## config.mk

```make
export PLATFORM = sky130hd
export DESIGN_NAME = rtype_alu_sequencer
export DESIGN_NICKNAME = d
export VERILOG_FILES = /design/src/rtl/rtype_pkg.sv /design/src/rtl/rtype_funct_decode.sv /design/src/rtl/rtype_alu_sequencer.sv
export SDC_FILE = /design/constraint.sdc
export NUM_CORES = 1
export LEC_CHECK = 0
export CORE_ASPECT_RATIO = 1.1
export CORE_MARGIN = 2
export CORE_UTILIZATION = 47
export CTS_CLUSTER_SIZE = 24
export DETAILED_ROUTE_END_ITERATION = 8
export GPL_TIMING_DRIVEN = 0
export PLACE_DENSITY = 0.86
export SYNTH_ARGS = -nofsm -noshare
export SYNTH_HDL_FRONTEND = slang
export SYNTH_HIERARCHICAL = 1
export SYNTH_SLANG_ARGS = --single-unit
```

## constraint.sdc

```tcl
create_clock -name clk -period 2.5 [get_ports clk]
set_clock_uncertainty 0.1 [all_clocks]
set_input_delay 0.5 -clock clk [delete_from_list [all_inputs] [get_ports clk]]
set_output_delay 0.5 -clock clk [all_outputs]
set_load 0.01 [all_outputs]
```

## src/rtl/rtype_pkg.sv

```systemverilog
`default_nettype none
//============================================================================
// Module      : rtype_pkg
// Description : Shared constants and types for the R-type ALU sequencer:
//               funct codes, ALU control codes, FSM state encoding and
//               instruction field positions.
// Revision    : 1.0 - initial release
//============================================================================
package rtype_pkg;

    // Supported funct codes
    localparam logic [5:0] c_FUNCT_ADD = 6'h20;
    localparam logic [5:0] c_FUNCT_SUB = 6'h22;
    localparam logic [5:0] c_FUNCT_AND = 6'h24;
    localparam logic [5:0] c_FUNCT_OR  = 6'h25;
    localparam logic [5:0] c_FUNCT_SLT = 6'h2A;

    // ALU control encoding understood by the shared ALU
    localparam logic [3:0] c_ALU_AND = 4'b0000;
    localparam logic [3:0] c_ALU_OR  = 4'b0001;
    localparam logic [3:0] c_ALU_ADD = 4'b0010;
    localparam logic [3:0] c_ALU_SUB = 4'b0110;
    localparam logic [3:0] c_ALU_SLT = 4'b0111;

    // Only op == 0 selects the R-type format
    localparam logic [5:0] c_OP_RTYPE = 6'h00;

    // Instruction field positions
    localparam int c_OP_MSB    = 31;
    localparam int c_OP_LSB    = 26;
    localparam int c_RS_MSB    = 25;
    localparam int c_RS_LSB    = 21;
    localparam int c_RT_MSB    = 20;
    localparam int c_RT_LSB    = 16;
    localparam int c_RD_MSB    = 15;
    localparam int c_RD_LSB    = 11;
    localparam int c_SHAMT_MSB = 10;
    localparam int c_SHAMT_LSB = 6;
    localparam int c_FUNCT_MSB = 5;
    localparam int c_FUNCT_LSB = 0;

    // Sequencer states
    typedef enum logic [1:0] {
        S_IDLE = 2'd0,
        S_READ = 2'd1,
        S_EXEC = 2'd2,
        S_WB   = 2'd3
    } state_t;

endpackage : rtype_pkg
`default_nettype wire

```

## src/rtl/rtype_funct_decode.sv

```systemverilog
`default_nettype none
//============================================================================
// Module      : rtype_funct_decode
// Description : Combinational op/funct decoder producing the ALU control
//               code and a legal-instruction flag.
// Revision    : 1.0 - initial release
//============================================================================
module rtype_funct_decode
    import rtype_pkg::*;
(
    input  logic [5:0] op,
    input  logic [5:0] funct,
    output logic [3:0] alu_code,
    output logic       legal
);

    // Map funct to ALU control; anything unknown or non-R-type is illegal
    always_comb begin
        alu_code = c_ALU_AND;
        legal    = 1'b0;
        if (op == c_OP_RTYPE) begin
            case (funct)
                c_FUNCT_ADD: begin alu_code = c_ALU_ADD; legal = 1'b1; end
                c_FUNCT_SUB: begin alu_code = c_ALU_SUB; legal = 1'b1; end
                c_FUNCT_AND: begin alu_code = c_ALU_AND; legal = 1'b1; end
                c_FUNCT_OR:  begin alu_code = c_ALU_OR;  legal = 1'b1; end
                c_FUNCT_SLT: begin alu_code = c_ALU_SLT; legal = 1'b1; end
                default:     begin alu_code = c_ALU_AND; legal = 1'b0; end
            endcase
        end
    end

endmodule : rtype_funct_decode
`default_nettype wire

```

## src/rtl/rtype_alu_sequencer.sv

```systemverilog
`default_nettype none
//============================================================================
// Module      : rtype_alu_sequencer
// Description : Four-state controller sequencing one R-type instruction
//               through register read, ALU execute and register write-back.
// Revision    : 1.0 - initial release
//============================================================================
module rtype_alu_sequencer
    import rtype_pkg::*;
#(
    parameter int CNT_W = 16
) (
    input  logic             clk,
    input  logic             rst_n,
    input  logic [31:0]      instr,
    input  logic             instr_valid,
    output logic             instr_ready,
    output logic [4:0]       RA1,
    output logic [4:0]       RA2,
    output logic [3:0]       Op_Alu,
    input  logic [31:0]      Res,
    input  logic             ZF,
    output logic [4:0]       WA,
    output logic [31:0]      WD,
    output logic             RegWrite,
    output logic             ZF_q,
    output logic             done,
    output logic             illegal,
    output logic [CNT_W-1:0] retired_cnt
);

    state_t           r_state;
    state_t           w_next;
    logic [31:0]      r_instr_q;
    logic [31:0]      r_res_q;
    logic             r_zf_q;
    logic [4:0]       r_ra1;
    logic [4:0]       r_ra2;
    logic [4:0]       r_wa;
    logic [CNT_W-1:0] r_cnt;
    logic [3:0]       w_alu_code;
    logic             w_legal;
    logic             w_accept;
    logic             w_rd_nonzero;
    logic             w_unused_shamt;

    assign w_accept       = (r_state == S_IDLE) && instr_valid;
    assign w_rd_nonzero   = |r_instr_q[c_RD_MSB:c_RD_LSB];
    // shamt is carried in instr_q but plays no part in any supported op
    assign w_unused_shamt = ^r_instr_q[c_SHAMT_MSB:c_SHAMT_LSB];

    rtype_funct_decode u_decode (
        .op       (r_instr_q[c_OP_MSB:c_OP_LSB]),
        .funct    (r_instr_q[c_FUNCT_MSB:c_FUNCT_LSB]),
        .alu_code (w_alu_code),
        .legal    (w_legal)
    );

    // State register
    always_ff @(posedge clk or negedge rst_n) begin
        if (!rst_n) begin
            r_state <= S_IDLE;
        end else begin
            r_state <= w_next;
        end
    end

    // Next-state logic: illegal instructions short-circuit back to IDLE
    always_comb begin
        w_next = r_state;
        case (r_state)
            S_IDLE:  if (instr_valid) w_next = S_READ;
            S_READ:  w_next = w_legal ? S_EXEC : S_IDLE;
            S_EXEC:  w_next = S_WB;
            S_WB:    w_next = S_IDLE;
            default: w_next = S_IDLE;
        endcase
    end

    // Instruction latch and read addresses; addresses load on accept so they
    // are valid throughout READ/EXEC and simply hold afterwards
    always_ff @(posedge clk or negedge rst_n) begin
        if (!rst_n) begin
            r_instr_q <= 32'd0;
            r_ra1     <= 5'd0;
            r_ra2     <= 5'd0;
        end else if (w_accept) begin
            r_instr_q <= instr;
            r_ra1     <= instr[c_RS_MSB:c_RS_LSB];
            r_ra2     <= instr[c_RT_MSB:c_RT_LSB];
        end
    end

    // Capture ALU result, zero flag and destination at the end of EXEC
    always_ff @(posedge clk or negedge rst_n) begin
        if (!rst_n) begin
            r_res_q <= 32'd0;
            r_zf_q  <= 1'b0;
            r_wa    <= 5'd0;
        end else if (r_state == S_EXEC) begin
            r_res_q <= Res;
            r_zf_q  <= ZF;
            r_wa    <= r_instr_q[c_RD_MSB:c_RD_LSB];
        end
    end

    // Retired-instruction counter, free-running wrap
    always_ff @(posedge clk or negedge rst_n) begin
        if (!rst_n) begin
            r_cnt <= '0;
        end else if (r_state == S_WB) begin
            r_cnt <= r_cnt + 1'b1;
        end
    end

    assign instr_ready = (r_state == S_IDLE);
    assign RA1         = r_ra1;
    assign RA2         = r_ra2;
    assign Op_Alu      = (r_state == S_EXEC) ? w_alu_code : c_ALU_AND;
    assign WA          = r_wa;
    assign WD          = r_res_q;
    assign RegWrite    = (r_state == S_WB) && w_rd_nonzero;
    assign done        = (r_state == S_WB);
    assign illegal     = (r_state == S_READ) && !w_legal;
    assign ZF_q        = r_zf_q;
    assign retired_cnt = r_cnt;

endmodule : rtype_alu_sequencer
`default_nettype wire

```

==> results.txt <==
master of the slowest instance on the critical path = sky130_fd_sc_hd__or4_4
Tot GR Track Use = 18.6%
number of clock sinks seen by CTS = 83
Gate power share = 23.7%
path class of the lowest-slack min-delay path = register to register
largest fanout on the critical path = 4
library cell used as clock root buffer = sky130_fd_sc_hd__clkbuf_8
number of placement rows = 33
sequential fraction of the synthesis area = 58.8%
unrepaired setup endpoints after global routing = true
Clk pin slew, worst setup/hold paths = 0.08 ns
share of layout cells above drive strength 1 = 30.6%
highest clock rate = 396 MHz
area of all placed cells without fillers = 5270 sq um
worst skew pair latency = 0.33 ns
detailed-route wire length per cell = 15.0 um
area added between synthesis and finish = 49.3%
total power of the final layout = 3.50 mW
share of power burned in the clock network = 29.8%
Final Hold Vio Count = 0
antenna violations before repair = 0
pre-CTS worst setup slack = -0.0301 ns
routability cong. = 0.766
power per standard cell area = 664 nW/um^2
Reg2Reg Launch Point = r_instr_q[29]
number of I/O pins = 140
hold path start = retired_cnt[15]
flip-flop cell with the highest count after synthesis = sky130_fd_sc_hd__dfrtp_1
Hold Path End = retired_cnt[15]
vias in the first global route = 2490
total congestion overflow after global routing = 0
placed cell area = 5000 sq um
DR iter-0 viols = 53
post-layout min period = 2.52 ns
cell-by-cell trace of the critical path = or4_4 -> nor4_4 -> nor3b_1 -> buf_2
CTS max path bufs = 2
Die Outline Area = 8220 sq um
via count normalized by instance count = 4.95
first-pass GRT wire length = 11900 um
Final Core Density = 71.3%
CP peak stage delay = 0.60 ns
routing usage on met2 = 31.0%
final setup violating endpoints = 1
grt met1 use = 23.2%
reported max-cap violation count = 0
clock buffers created by TritonCTS = 9
ANT nets after route = 0
number of synthesized flops with an enable pin = 0
count of state elements after synthesis = 83
Min-Delay Path Depth = 1
H-tree depth = 3
hpwl dp = 5290 um
switching pwr = 0.834 mW
DIE WIDTH = 86.6 um
number of library cell types mapped by synthesis = 32
Diodes inserted = 0
VDD IR-drop max = 0.400 mV
cell count after synthesis = 244
Detailed Routing Iterations Pass 1 = 5
net switching fraction of the power = 23.8%
leakage dissipation = 2.29 nW
largest net degree at the start of global routing = 68
Worst Setup Start Kind = register
effective utilization at floorplan = 47.8%
failing checks = setup timing
number of buffers inserted by port buffering = 133
Remaining DRCs = 0
total number of nets in the final design = 461
warning count from the yosys run = 6
post-synth design cell area = 3530 sq um
fraction of synthesis flops using an asynchronous set or reset pin = 100%
Required @ worst endpoint = 1.90 ns
Crit. End Element = primary output
Avg Cell Area, Syn = 14.5 sq um
most congested layer reported by global routing = met2
reg-to-reg setup timing slack = 0.84 ns
standard cell core area = 7390 sq um
run status = finished, violations left
share of the clock period used by the worst path after layout = 101%
Final WS setup = -0.0234 ns
R2R cell count = 4
number of slew-limit violations in the final report = 0
cell-internal power = 2.67 mW
met3 track utilization from global routing = 5.16%
proportion of power drawn by flip-flops and latches = 46.6%
routed wire length = 7250 um
TritonCTS clock tree = done
Arrival @ worst endpoint = 1.92 ns
critical path type = register to primary output
net count of the mapped netlist = 313
Die Y-Extent = 94.9 um
vias = 2393
cell usage after synthesis (3+ instances only):
cell type	instances	area share, %
sky130_fd_sc_hd__dfrtp_1	83	59
sky130_fd_sc_hd__mux2_2	47	15
sky130_fd_sc_hd__mux2_4	20	8.5
sky130_fd_sc_hd__buf_4	14	3.0
sky130_fd_sc_hd__nor2_1	12	1.3
sky130_fd_sc_hd__xnor2_1	10	2.5
sky130_fd_sc_hd__nand3_1	8	1.1
sky130_fd_sc_hd__inv_1	6	0.64
sky130_fd_sc_hd__nand2_1	6	0.64
sky130_fd_sc_hd__xor2_1	5	1.2
sky130_fd_sc_hd__buf_6	3	0.96
sky130_fd_sc_hd__nand4_1	3	0.53
sky130_fd_sc_hd__nor4_1	3	0.53
cells by family (layout without fill, tap and decap cells):
group                      Yosys count  after routing  share of synthesized area (%)
adders and majority gates            1              1                          0.354
buffers and inverters               25            177                           4.85
AOI/OAI and AO/OA                    2              2                          0.354
xor gates and xnor gates            15             15                           3.72
muxes                               67             67                           23.5
and+or+nand+nor                     50             50                           8.29
other                                1              1                          0.106
DFF                                 83             83                           58.8
metal layers:
layer / up-vias / part of all wire (%)
li1: 1121 / -
met3: 7 / 7.2
met2: 94 / 51
met5: - / 0
met4: 0 / 1.2
met1: 1171 / 41
what timing repair did:
item	CTS	global route
cloned	0	0
buffers inserted	2	0
endpoints found under the hold margin	16	0
setup endpoints to repair	4	5
resized for setup	23	3
hold buffers	1	0
pin swaps	6	5
layout make-up:
cell class              count  area (sq um)
flip-flops and latches     83          2080
inverters                   6          22.5
plain buffers              19           149
repair buffers            137          1370
clock buffers              11           141
clock inverters             4          75.1
well taps                  87           109
fillers                   522          2120
multi-input cells         136          1330
worst max-delay path: cells and delay by family (launching register included):
family	cells	cell delay, ns
flops	1	0.39
buf+inv	1	0.16
simple gates	3	1.03
per-stage QoR:
step                      hold WS (ns)  cells  TNS, ns
after global placement           0.365    464  -172.92
after detailed placement         0.288    465  -0.0618
after CTS                        0.385    483        0
final                            0.379    483  -0.0234
after floorplan                  0.104    244        0
after global routing             0.391    483   -0.281
power groups by stage:
stage               logic, mW  clock network [mW]  registers [mW]
finish                  0.828                1.04            1.63
global placement        0.788                   0            1.65
detailed placement      0.812                   0            1.66
CTS                     0.835                1.07            1.63
global route            0.884                1.14            1.66
floorplan               0.307                   0            1.69
sequential cells by signal, summed over array words and instances, names as in the netlist, named ones only:
name	cells
WD	32
r_state	1
WA	5
ZF_q	1
r_instr_q	27
retired_cnt	16
layout by cell type (no fill, tap or decap), types with 2 or more instances in the layout:
| cell | n |
|---|---|
| sky130_fd_sc_hd__clkdlybuf4s50_1 | 128 |
| sky130_fd_sc_hd__dfrtp_1 | 82 |
| sky130_fd_sc_hd__mux2_2 | 47 |
| sky130_fd_sc_hd__bufinv_16 | 2 |
| sky130_fd_sc_hd__xor2_1 | 5 |
| sky130_fd_sc_hd__nor2_1 | 12 |
| sky130_fd_sc_hd__nand3_1 | 8 |
| sky130_fd_sc_hd__clkinvlp_4 | 2 |
| sky130_fd_sc_hd__nor3_2 | 2 |
| sky130_fd_sc_hd__buf_4 | 16 |
| sky130_fd_sc_hd__nor4_4 | 3 |
| sky130_fd_sc_hd__mux2_4 | 20 |
| sky130_fd_sc_hd__or4bb_1 | 2 |
| sky130_fd_sc_hd__buf_2 | 6 |
| sky130_fd_sc_hd__buf_6 | 4 |
| sky130_fd_sc_hd__inv_1 | 6 |
| sky130_fd_sc_hd__nand4_1 | 3 |
| sky130_fd_sc_hd__nand2_1 | 6 |
| sky130_fd_sc_hd__and3_1 | 2 |
| sky130_fd_sc_hd__nor3_1 | 2 |
| sky130_fd_sc_hd__xnor2_1 | 10 |
| sky130_fd_sc_hd__clkbuf_8 | 10 |
worst max path at each step:
stage | from | end | slack (ns) | cells after the start
final | r_instr_q[29] | illegal | -0.02 | 4
after global routing | r_instr_q[29] | Op_Alu[2] | -0.09 | 6
after CTS | r_instr_q[30] | Op_Alu[2] | 0.006 | 6
after floorplan | r_instr_q[29] | Op_Alu[1] | 0.50 | 4
after global placement | rst_n | r_instr_q[21] | -2.09 | 1
after detailed placement | r_instr_q[4] | Op_Alu[1] | -0.03 | 5
Power figures use the tool's default switching activity.
